--- src/rtl/mem_arbiter_pkg.sv ---
// mem_arbiter_pkg: shared FSM state type and load/store mask encoding
package mem_arbiter_pkg;

    typedef enum logic [1:0] {
        IDLE   = 2'd0,
        BUSY_I = 2'd1,
        BUSY_D = 2'd2,
        RESP   = 2'd3
    } arb_state_t;

    localparam logic [1:0] MASK_B = 2'b00;
    localparam logic [1:0] MASK_H = 2'b01;
    localparam logic [1:0] MASK_W = 2'b10;
    localparam int         MASK_U = 2;

    // size 11 has no meaning of its own and is handled as a word
    function automatic logic is_word(input logic [1:0] sz);
        return sz[1];
    endfunction

endpackage

--- src/rtl/mem_lane_align.sv ---
// mem_lane_align: byte enables, write replication, misalign detect and load extension
module mem_lane_align
    import mem_arbiter_pkg::*;
(
    input  logic [1:0]  i_off,
    input  logic [1:0]  i_size,
    input  logic [31:0] i_wdata,
    input  logic [1:0]  i_rd_off,
    input  logic [2:0]  i_rd_mask,
    input  logic [31:0] i_rdata,
    output logic [3:0]  o_be,
    output logic [31:0] o_wdata,
    output logic        o_mis,
    output logic [31:0] o_ext
);
    logic        w_word;
    logic        w_half;
    logic        w_rd_word;
    logic        w_rd_half;
    logic        w_rd_sx;
    logic [31:0] w_sh;

    // request side: lane placement of the store and alignment test
    always_comb begin
        w_word  = is_word(i_size);
        w_half  = i_size == MASK_H;
        o_be    = w_word ? 4'hF : w_half ? (i_off[1] ? 4'hC : 4'h3) : 4'b0001 << i_off;
        o_wdata = w_word ? i_wdata : w_half ? {2{i_wdata[15:0]}} : {4{i_wdata[7:0]}};
        o_mis   = w_word ? |i_off : w_half & i_off[0];
    end

    // response side: shift the addressed lane down, then sign or zero extend
    always_comb begin
        w_rd_word = is_word(i_rd_mask[1:0]);
        w_rd_half = i_rd_mask[1:0] == MASK_H;
        w_rd_sx   = ~i_rd_mask[MASK_U];
        w_sh      = i_rdata >> {i_rd_off, 3'b000};
        o_ext     = w_rd_word ? w_sh
                  : w_rd_half ? {{16{w_rd_sx & w_sh[15]}}, w_sh[15:0]}
                  : {{24{w_rd_sx & w_sh[7]}}, w_sh[7:0]};
    end

endmodule

--- src/rtl/mem_arbiter.sv ---
// mem_arbiter: single-port memory shared by fetch and data ports with starvation guard
module mem_arbiter
    import mem_arbiter_pkg::*;
#(
    parameter int ADDR_W       = 32,
    parameter int MAX_D_STREAK = 4
) (
    input  logic              clk,
    input  logic              rst,
    input  logic              i_req,
    input  logic [ADDR_W-1:0] i_addr,
    input  logic              i_kill,
    output logic              i_ack,
    output logic [31:0]       i_rdata,
    input  logic              d_req,
    input  logic              d_we,
    input  logic [ADDR_W-1:0] d_addr,
    input  logic [2:0]        d_mask,
    input  logic [31:0]       d_wdata,
    output logic              d_ack,
    output logic [31:0]       d_rdata,
    output logic              d_err,
    output logic              stall_i,
    output logic              stall_d,
    output logic              mem_req,
    output logic              mem_we,
    output logic [ADDR_W-1:0] mem_addr,
    output logic [3:0]        mem_be,
    output logic [31:0]       mem_wdata,
    input  logic              mem_ack,
    input  logic [31:0]       mem_rdata
);
    localparam logic [3:0]        STREAK_MAX = 4'(MAX_D_STREAK);
    localparam logic [ADDR_W-1:0] WORD_MASK  = ~ADDR_W'(3);

    arb_state_t  r_state;
    arb_state_t  w_next;
    logic        r_owner_d;
    logic        r_kill;
    logic        r_err;
    logic [3:0]  r_streak;
    logic [31:0] r_rdata;
    logic [1:0]  r_rd_off;
    logic [2:0]  r_rd_mask;
    logic        w_resp;
    logic        w_busy;
    logic        w_arb;
    logic        w_guard;
    logic        w_i_ok;
    logic        w_d_ok;
    logic        w_gnt_i;
    logic        w_gnt_d;
    logic        w_done;
    logic [3:0]  w_be;
    logic [31:0] w_wdata;
    logic [31:0] w_ext;
    logic        w_mis;

    mem_lane_align u_align (
        .i_off     (d_addr[1:0]),
        .i_size    (d_mask[1:0]),
        .i_wdata   (d_wdata),
        .i_rd_off  (r_rd_off),
        .i_rd_mask (r_rd_mask),
        .i_rdata   (mem_rdata),
        .o_be      (w_be),
        .o_wdata   (w_wdata),
        .o_mis     (w_mis),
        .o_ext     (w_ext)
    );

    // Arbitration runs in IDLE and RESP; the port being acked in RESP still shows its stale
    // request, so it is excluded. After a data response a still-high d_req keeps the fetch
    // waiting unless the streak guard has fired, which preserves data priority.
    always_comb begin
        w_resp  = r_state == RESP;
        w_busy  = (r_state == BUSY_I) | (r_state == BUSY_D);
        w_arb   = (r_state == IDLE) | w_resp;
        w_guard = r_streak == STREAK_MAX;
        w_i_ok  = w_arb & i_req & ~i_kill & ~(w_resp & ~r_owner_d);
        w_d_ok  = w_arb & d_req & ~(w_resp & r_owner_d);
        w_gnt_i = w_i_ok & (~d_req | w_guard);
        w_gnt_d = w_d_ok & ~w_gnt_i;
        w_done  = w_busy & mem_ack;
        w_next  = w_gnt_i ? BUSY_I
                : w_gnt_d ? (w_mis ? RESP : BUSY_D)
                : w_resp ? IDLE
                : w_done ? RESP
                : r_state;
    end

    // state register
    always_ff @(posedge clk or negedge rst) begin
        if (!rst) r_state <= IDLE;
        else      r_state <= w_next;
    end

    // memory-side request fields and the response capture
    always_ff @(posedge clk or negedge rst) begin
        if (!rst) begin
            mem_req   <= 1'b0;
            mem_we    <= 1'b0;
            mem_addr  <= '0;
            mem_be    <= '0;
            mem_wdata <= '0;
            r_owner_d <= 1'b0;
            r_err     <= 1'b0;
            r_rdata   <= '0;
            r_rd_off  <= '0;
            r_rd_mask <= '0;
        end else if (w_gnt_i) begin
            mem_req   <= 1'b1;
            mem_we    <= 1'b0;
            mem_addr  <= i_addr & WORD_MASK;
            mem_be    <= 4'hF;
            mem_wdata <= '0;
            r_owner_d <= 1'b0;
            r_err     <= 1'b0;
        end else if (w_gnt_d) begin
            mem_req   <= ~w_mis;
            mem_we    <= d_we;
            mem_addr  <= d_addr & WORD_MASK;
            mem_be    <= w_be;
            mem_wdata <= w_wdata;
            r_owner_d <= 1'b1;
            r_err     <= w_mis;
            r_rdata   <= '0;
            r_rd_off  <= d_addr[1:0];
            r_rd_mask <= d_mask;
        end else if (w_done) begin
            mem_req   <= 1'b0;
            r_rdata   <= r_owner_d ? (mem_we ? '0 : w_ext) : mem_rdata;
        end
    end

    // consecutive data grants while a fetch waits
    always_ff @(posedge clk or negedge rst) begin
        if (!rst) r_streak <= '0;
        else      r_streak <= (~i_req | w_gnt_i) ? '0 : (w_gnt_d & ~w_guard) ? r_streak + 4'd1 : r_streak;
    end

    // a fetch killed in flight still completes on the bus but its ack is swallowed
    always_ff @(posedge clk or negedge rst) begin
        if (!rst) r_kill <= 1'b0;
        else      r_kill <= w_resp ? 1'b0 : r_kill | ((r_state == BUSY_I) & i_kill);
    end

    assign i_ack   = w_resp & ~r_owner_d & ~r_kill;
    assign d_ack   = w_resp & r_owner_d;
    assign i_rdata = i_ack ? r_rdata : '0;
    assign d_rdata = d_ack ? r_rdata : '0;
    assign d_err   = d_ack & r_err;
    assign stall_i = i_req & ~i_ack;
    assign stall_d = d_req & ~d_ack;

endmodule

--- config.mk ---
export PLATFORM = sky130hd
export DESIGN_NAME = mem_arbiter
export DESIGN_NICKNAME = d
export VERILOG_FILES = /design/src/rtl/mem_arbiter_pkg.sv /design/src/rtl/mem_lane_align.sv /design/src/rtl/mem_arbiter.sv
export SDC_FILE = /design/constraint.sdc
export NUM_CORES = 1
export LEC_CHECK = 0
export CAP_MARGIN = 30
export CORE_UTILIZATION = 43
export DETAILED_ROUTE_END_ITERATION = 10
export GPL_TIMING_DRIVEN = 1
export MAX_ROUTING_LAYER = met4
export PLACE_DENSITY = 0.82
export SLEW_MARGIN = 20
export SYNTH_ARGS = -nofsm -noshare
export SYNTH_HDL_FRONTEND = slang
export SYNTH_SLANG_ARGS = --single-unit
--- constraint.sdc ---
create_clock -name clk -period 2.24 [get_ports clk]
set_input_delay 0.448 -clock clk [delete_from_list [all_inputs] [get_ports clk]]
set_output_delay 0.448 -clock clk [all_outputs]
set_load 0.05 [all_outputs]
# Yosys cells after proc, flatten, opt, wreduce, memory -nomap -nowiden

Cells that the tools add are included.

Add/subtract/negate cells: 1
Multiply operators: 0
Div/mod/pow operators: 0
Order comparisons: 0
Equal/unequal tests: 6
Shifts and indexed selects: 2
Muxes and demuxes: 37
Bitwise gates (word level): 36
Reductions and logical operators: 9

Operators with widths:

| cell                | count |
|---|---|
| $mux 32             | 14 |
| $shr 32x5->32       | 1 |
| $mux 4              | 7 |
| $and 1x1->1         | 19 |
| $mux 1              | 12 |
| $not 1->1           | 12 |
| $mux 2              | 4 |
| $eq 2x1->1 const B  | 3 |
| $reduce_bool 2->1   | 3 |
| $or 1x1->1          | 5 |
| $add 4x1->4 const B | 1 |
| $eq 2x2->1 const B  | 2 |
| $eq 4x3->1 const B  | 1 |
| $reduce_and 2->1    | 2 |
| $reduce_bool 4->1   | 1 |
| $shl 1x2->4 const A | 1 |
| $reduce_bool 3->1   | 1 |
| $logic_not 2->1     | 1 |
| $reduce_or 2->1     | 1 |

Flip-flop bits (word level): 116
Latch bits: 0
RAM bits: 0
ROM bits: 0
Bits of input ports: 138
Output and inout bits: 139
Word-level logic and storage cells: 104
Memories: 0

# Longest topological paths before layout

Gate-level depths: netlist of the first run.

Depth in word-level cells: 11
Mapped depth: 8

# Cells and area by module

A second synthesis of the first run with hierarchy kept.

Cells, all modules: 800
Area, all modules: 6802.8 um^2

By module, submodules not included:

| module         | instances | cells each | area each (um^2) | sequential area each (um^2) |
|---|---|---|---|---|
| mem_arbiter    | 1         | 621        | 5590.4           | 2852.7 |
| mem_lane_align | 1         | 179        | 1212.4           | 0.0 |

# Least setup slack after synthesis of the first run

No wires, ideal clock.

Path type: reg-to-output
Start point: reg r_state[0]
End point: out i_rdata[22]
Arrival time: 2184 ps
Data required time: 1792 ps
Path slack: -392 ps
Stages on the path, launching flop included: 6
Buffers on the path: 1
Cells stage by stage: dfrtp_1 > ha_1 > nor2b_1 > nor2b_1 > clkbuf_1 > and2_1

Cells in the longest elaborated chain, start to end: 4

Ends and longest elaborated chain:

| element                  | line               | source |
|---|---|---|
| from (decl)              | mem_arbiter.sv:36  | `arb_state_t r_state;` |
| from (signal assigned)   | mem_arbiter.sv:95  | `else r_state <= w_next;` |
| $eq 2x2->1               | mem_arbiter.sv:76  | `w_resp = r_state == RESP;` |
| $and 1x1->1 (2 in a row) | mem_arbiter.sv:148 | `assign i_ack = w_resp & ~r_owner_d & ~r_kill;` |
| named net i_ack          | mem_arbiter.sv:13  | `output logic i_ack,` |
| $mux 32                  | mem_arbiter.sv:150 | `assign i_rdata = i_ack ? r_rdata : '0;` |
| to (decl)                | mem_arbiter.sv:14  | `output logic [31:0] i_rdata,` |

The timed path passes the listed nets, and every way through them passes these cells.

# Final worst setup path of the first run

Start point: reg r_state[1]
End point: out i_rdata[29]

Cells in the longest elaborated chain, start to end: 4

Ends and longest elaborated chain:

| element                  | line |
|---|---|
| $eq 2x2->1               | mem_arbiter.sv:76 |
| $and 1x1->1 (2 in a row) | mem_arbiter.sv:148 |
| $mux 32                  | mem_arbiter.sv:150 |

Every way passes these cells.

==> results of run 1 <==
cell families (layout without fill, tap and decap cells):
group                    after synthesis  after routing
AO/OA/AOI/OAI                        170            170
XOR/XNOR                               3              3
AND/OR/NAND/NOR                      299            299
flip-flops                           114            114
other                                  1              2
adder cells (fa/ha/maj)                4              4
buffers and inverters                 74            354
multiplexers                          52             52
power by group:
part / internal [mW] / total (mW) / switching (mW)
Sequential: 3.02 / 3.68 / 0.667
Combinational: 3.82 / 9.87 / 6.06
Clock: 1.84 / 2.81 / 0.973
Total: 8.68 / 16.4 / 7.70
routing by layer:
| metal | GRT usage | part of all wire | wire length [um] | vias up |
|---|---|---|---|---|
| met5 | - | 0 | 0 | - |
| met1 | 0.380 | 0.39 | 9010 | 3231 |
| li1 | - | - | - | 3075 |
| met4 | 0.140 | 0.035 | 794 | 0 |
| met3 | 0.0747 | 0.078 | 1780 | 75 |
| met2 | 0.507 | 0.50 | 11400 | 378 |
synth_stat cells, types with 10 or more instances:
| master | n | area share |
|---|---|---|
| mux2i_1 | 48 | 0.076 |
| a21oi_1 | 26 | 0.021 |
| a211oi_1 | 10 | 0.012 |
| nand3_1 | 14 | 0.011 |
| a31oi_1 | 30 | 0.030 |
| clkbuf_1 | 44 | 0.026 |
| and2_1 | 34 | 0.034 |
| o21ai_0 | 32 | 0.025 |
| buf_2 | 12 | 0.0095 |
| dfrtp_1 | 114 | 0.45 |
| and3_1 | 34 | 0.034 |
| nor2_1 | 65 | 0.038 |
| nand2_1 | 129 | 0.076 |
area by class of cell:
cell class                 instances  area [um2]  share of cell area
clock inverter                     7        95.1             0.00867
multi-input combinational        530        3320               0.303
sequential                       114        2850               0.260
clock buffer                      25         526              0.0479
tap                              184         230              0.0210
timing repair buffer             313        3910               0.356
inverter                           9        33.8             0.00308
stage by stage:
stage / TNS [ns] / setup WS [ns] / util / power, mW
after floorplan: 0 / 0.0180 / - / 9.63
after global placement: 0 / 0.0906 / 0.698 / 13.0
after detailed placement: 0 / 0.0414 / 0.698 / 13.1
after CTS: -1.67 / -0.0676 / 0.757 / 16.3
after global routing: -3.55 / -0.128 / 0.757 / 17.1
final: -1.89 / -0.0822 / 0.757 / 16.4
state kept, by name, summed over array words and instances, names as in the netlist:
register	cells
mem_we	1
r_rd_off	2
r_state	2
mem_wdata	32
r_owner_d	1
r_kill	1
mem_be	4
r_rdata	32
mem_addr	30
r_rd_mask	3
r_streak	4
r_err	1
mem_req	1
path summary, 6_finish.rpt:
| check | from | cells after the start | end | slack [ns] |
|---|---|---|---|---|
| worst max register to register | r_state[0] | 7 | mem_addr[15] | 0.10 |
| worst max-delay path | r_state[1] | 7 | i_rdata[29] | -0.08 |
| min in group clk | mem_be[2] | 2 | mem_be[2] | 0.50 |
| worst min-delay path | rst | 1 | mem_addr[29] | -0.008 |
| max in group asynchronous | rst | 2 | mem_wdata[10] | 1.55 |
| worst min register to register | mem_be[2] | 2 | mem_be[2] | 0.50 |
worst reg2reg max path, cell delays in order, from the launching register on:
cell,delay (ns)
dfrtp_1,0.38
buf_4,0.14
ha_1,0.44
nand3b_1,0.20
a211o_2,0.40
buf_12,0.20
nor2_1,0.15
a31oi_1,0.08
timing repair:
item,4_1_cts,5_1_grt
endpoints found under the setup margin,65,95
pin swaps,10,3
resized for setup,46,5
setup buffers,4,1
hold buffers,0,0
gates cloned,3,0
==> out/qor.csv, run 1 <==
metric,value,unit
IO Pins,277,
status,"complete, but fails checks",
"commonest non-fill, non-tap cells in the layout","clkdlybuf4s50_1 (202), nand2_1 (128), dfrtp_1 (114), buf_12 (78), nor2_1 (64)",
mux contribution to synthesized area,0.0864,
Leak Pwr,4.84,nW
ANT nets after route,0,
clk sinks,114,
largest net degree at the start of global routing,60,
H-tree Lvls,4,
syn_area_per_cell,8.85,um2
synth unique cells,45,
Layout Cells excl Fill,1182,
nets@finish,1127,
Top delay family on crit path,simple AND/OR/NAND/NOR gates,
Port Buffers,272,
# fillers,912,
largest family of logic cells by synthesized area,simple AND/OR/NAND/NOR gates,
TritonRoute pass-1 iters,5,
Final Worst Setup Slack,-0.0822,ns
Post-Route WL,23000,um
synthesized cell area,0.00634,mm2
Slew @ Worst Pin,0.614,ns
WP data required,1.79,ns
Synth Area in Compound Gates,0.182,
sequential share of the synthesized area,0.450,
CP cell instances,"ha_2, nor2b_4, nor2b_4, buf_12, buf_16, and2_4, buf_12",
Rel. slew slack,0.591,
Starting Density,0.438,
Post-DP Area,0.0101,mm2
Placer Congestion,0.922,
Final setup viols,34,
First DRT Iteration DRCs,600,
fmax,0.431,GHz
adder-cell share of the synthesized area,0.00789,
Final Hold Viols,2,
Synth Instances,717,
startpoint class of the critical path,flip-flop,
final hold slack,-0.00752,ns
critical path class,reg2out,
Via density,5.72,
Worst Skew,0.00845,ns
Num CTS Buffers,17,
"Design Area, Final",0.0110,mm2
CP peak stage delay,0.35,ns
final worst-path cycle share,1.04,
worst skew pair latency,0.42,ns
min cycle time layout,2.32,ns
predominant post-synthesis flop cell,dfrtp_1,
power per cell area,1490,mW/mm2
vias,6759,
CP arrival,1.87,ns
layout cells sized above 1,0.192,
"Reg clk slew, reported paths",0.06,ns
# Max-Cap Violations,0,
Synth Area in XOR/XNOR,0.00414,
Root Driver,clkbuf_16,
dpl cells,1143,
"commonest non-fill, non-tap cell in the layout",clkdlybuf4s50_1,
CTS tree,built,
Core Rows,44,
worst hold path type,in2async,
Synth Area in Simple Gates,0.221,
dpl hpwl,15400,um
Die Y,123,um
Max Transition Viols Final,0,
CP Max Fanout,5,
core area,0.0145,mm2
CTS Buffer Depth,2,
global-route wire length before repair,35200,um
Critical Path End Type,output pin,
diodes inserted,0,
overall routing resource usage,0.317,
failing checks,"negative hold slack, negative setup slack",
Die Width,123,um
DRC Markers,0,
Worst VDD drop,0.999,mV
setup repair after global routing missed its margin,yes,
Ys Warns,0,
gr ovfl total,0,
DIE AREA,0.0152,mm2
initial antenna violation count,0,
ys async rst share,1.00,
Yosys reg bits,114,
vias in the first global route,6634,
Area Overhead vs Synth,72.8,%
CP Buf/Inv Count,3,
Wirelength per Cell,19.4,um
"EDFF count, synth",0,
CP max stage cell,dfrtp_1,
Note: power is estimated with default switching activity, not from simulation.
==> run 2, diff against run 1 <==
TNS_END_PERCENT = 50   (was default)
==> out/qor.csv, run 2 (synthesized netlist as in run 1, its figures left out) <==
metric,value,unit
diodes inserted,0,
First DRT Iteration DRCs,547,
Root Driver,clkbuf_16,
IO Pins,277,
setup repair after global routing missed its margin,yes,
Clock power frac,0.181,
Layout Utilization,0.745,
overall routing resource usage,0.296,
DRC Markers,0,
CTS tree,built,
Place WS,-0.226,ns
Wirelength per Cell,18.5,um
min cycle time layout,2.39,ns
fmax,0.418,GHz
# fillers,966,
nets@finish,1117,
startpoint class of the critical path,flip-flop,
Worst Skew,0.00848,ns
"commonest non-fill, non-tap cells in the layout","clkdlybuf4s50_1 (202), nand2_1 (127), dfrtp_1 (114), buf_12 (77), nor2_1 (63)",
dpl cells,1138,
CP arrival,1.94,ns
Slew @ Worst Pin,0.608,ns
Die Width,123,um
Rel. slew slack,0.594,
Max Transition Viols Final,0,
Final Hold Viols,0,
layout cells sized above 1,0.172,
worst skew pair latency,0.42,ns
setup TNS,-4.32,ns
Starting Density,0.438,
clk sinks,114,
vias in the first global route,6200,
initial antenna violation count,0,
Num CTS Buffers,17,
power per cell area,1510,mW/mm2
Internal Pwr Total,8.65,mW
Placer Congestion,0.905,
worst hold path type,in2async,
"Design Area, Final",0.0108,mm2
core area,0.0145,mm2
Post-DP Area,0.0101,mm2
Area Overhead vs Synth,69.9,%
part of the power in registers,0.226,
Sw Pwr,7.60,mW
Logic pwr share,0.593,
Worst VDD drop,1.11,mV
Final setup viols,33,
Post-Route WL,21700,um
Layout Cells excl Fill,1172,
Total Power,16.3,mW
ANT nets after route,0,
final hold slack,0.0267,ns
WP data required,1.79,ns
Via density,5.62,
gr ovfl total,0,
failing checks,negative setup slack,
largest net degree at the start of global routing,68,
CTS Buffer Depth,2,
H-tree Lvls,4,
Final Worst Setup Slack,-0.151,ns
hold bufs inserted after CTS,0,
Critical Path End Type,output pin,
DIE AREA,0.0152,mm2
final worst-path cycle share,1.07,
Leak Pwr,4.74,nW
TritonRoute pass-1 iters,5,
"commonest non-fill, non-tap cell in the layout",clkdlybuf4s50_1,
Largest regs,"mem_wdata (32), r_rdata (32), mem_addr (30)",
Port Buffers,272,
# Max-Cap Violations,0,
CP Max Fanout,34,
global-route wire length before repair,33000,um
"Reg clk slew, reported paths",0.06,ns
switching share of power,0.468,
vias,6584,
Core Rows,44,
status,"complete, but fails checks",
dpl hpwl,15000,um
critical path class,reg2out,
Die Y,123,um
## run 2: changes by cell type in the layout (fill, tap and decap cells not counted), moves of 2 or more
cell       change
buf_4          -5
inv_6          +2
and2_4        -23
bufinv_16      +2
and2_2         +9
clkbuf_8       -5
and2_1        +14
buf_16         -3
## run 2: worst paths after layout
check	depth (start not counted)	slack, ns	startpoint	to
setup / recovery	6	-0.15	r_state[0]	i_rdata[17]
hold / removal	1	0.03	rst	r_rdata[2]
setup reg to reg	8	0.07	r_state[0]	r_rdata[30]
hold reg to reg	2	0.49	mem_be[2]	mem_be[2]
max in group asynchronous	2	1.59	rst	mem_addr[7]
min in group clk	2	0.49	mem_be[2]	mem_be[2]
## run 2: worst max-delay path, stage by stage (launching register included)
cell	delay, ns
dfrtp_1	0.40
ha_4	0.19
nor2b_4	0.20
nor2b_4	0.20
buf_12	0.18
and2_1	0.19
buf_12	0.14
## run 2: power by group through the flow
stage               Sequential [mW]  Clock (mW)  Combinational (mW)
floorplan                      5.58           0                4.04
global placement               3.62           0                9.29
detailed placement             3.65           0                9.47
CTS                            3.67        2.96                9.59
global route                   3.78        3.04                10.2
finish                         3.68        2.94                9.64
## run 2: per-layer routing
metal  GRT usage  vias to the layer above  routed length (um)  share of wire
li1            -                     3054                   -              -
met1       0.356                     3135                8520           0.39
met2       0.469                      346               10700           0.49
met3      0.0853                       49                1940          0.089
met4       0.117                        0                 544          0.025
met5           -                        -                   0              0
## run 2: layout make-up
| class | instances | area (um2) | share of cell area |
|---|---|---|---|
| clock buffers | 20 | 457 | 0.0424 |
| clock inverters | 12 | 179 | 0.0166 |
| inverters | 9 | 33.8 | 0.00313 |
| multi-input cells | 530 | 3280 | 0.304 |
| flip-flops and latches | 114 | 2850 | 0.265 |
| well taps | 184 | 230 | 0.0214 |
| repair buffers | 303 | 3750 | 0.348 |
## run 2: repair_timing
item,in CTS,in global routing
resized for setup,17,7
endpoints found under the setup margin,78,89
setup buffers,1,1
pin swaps,3,3
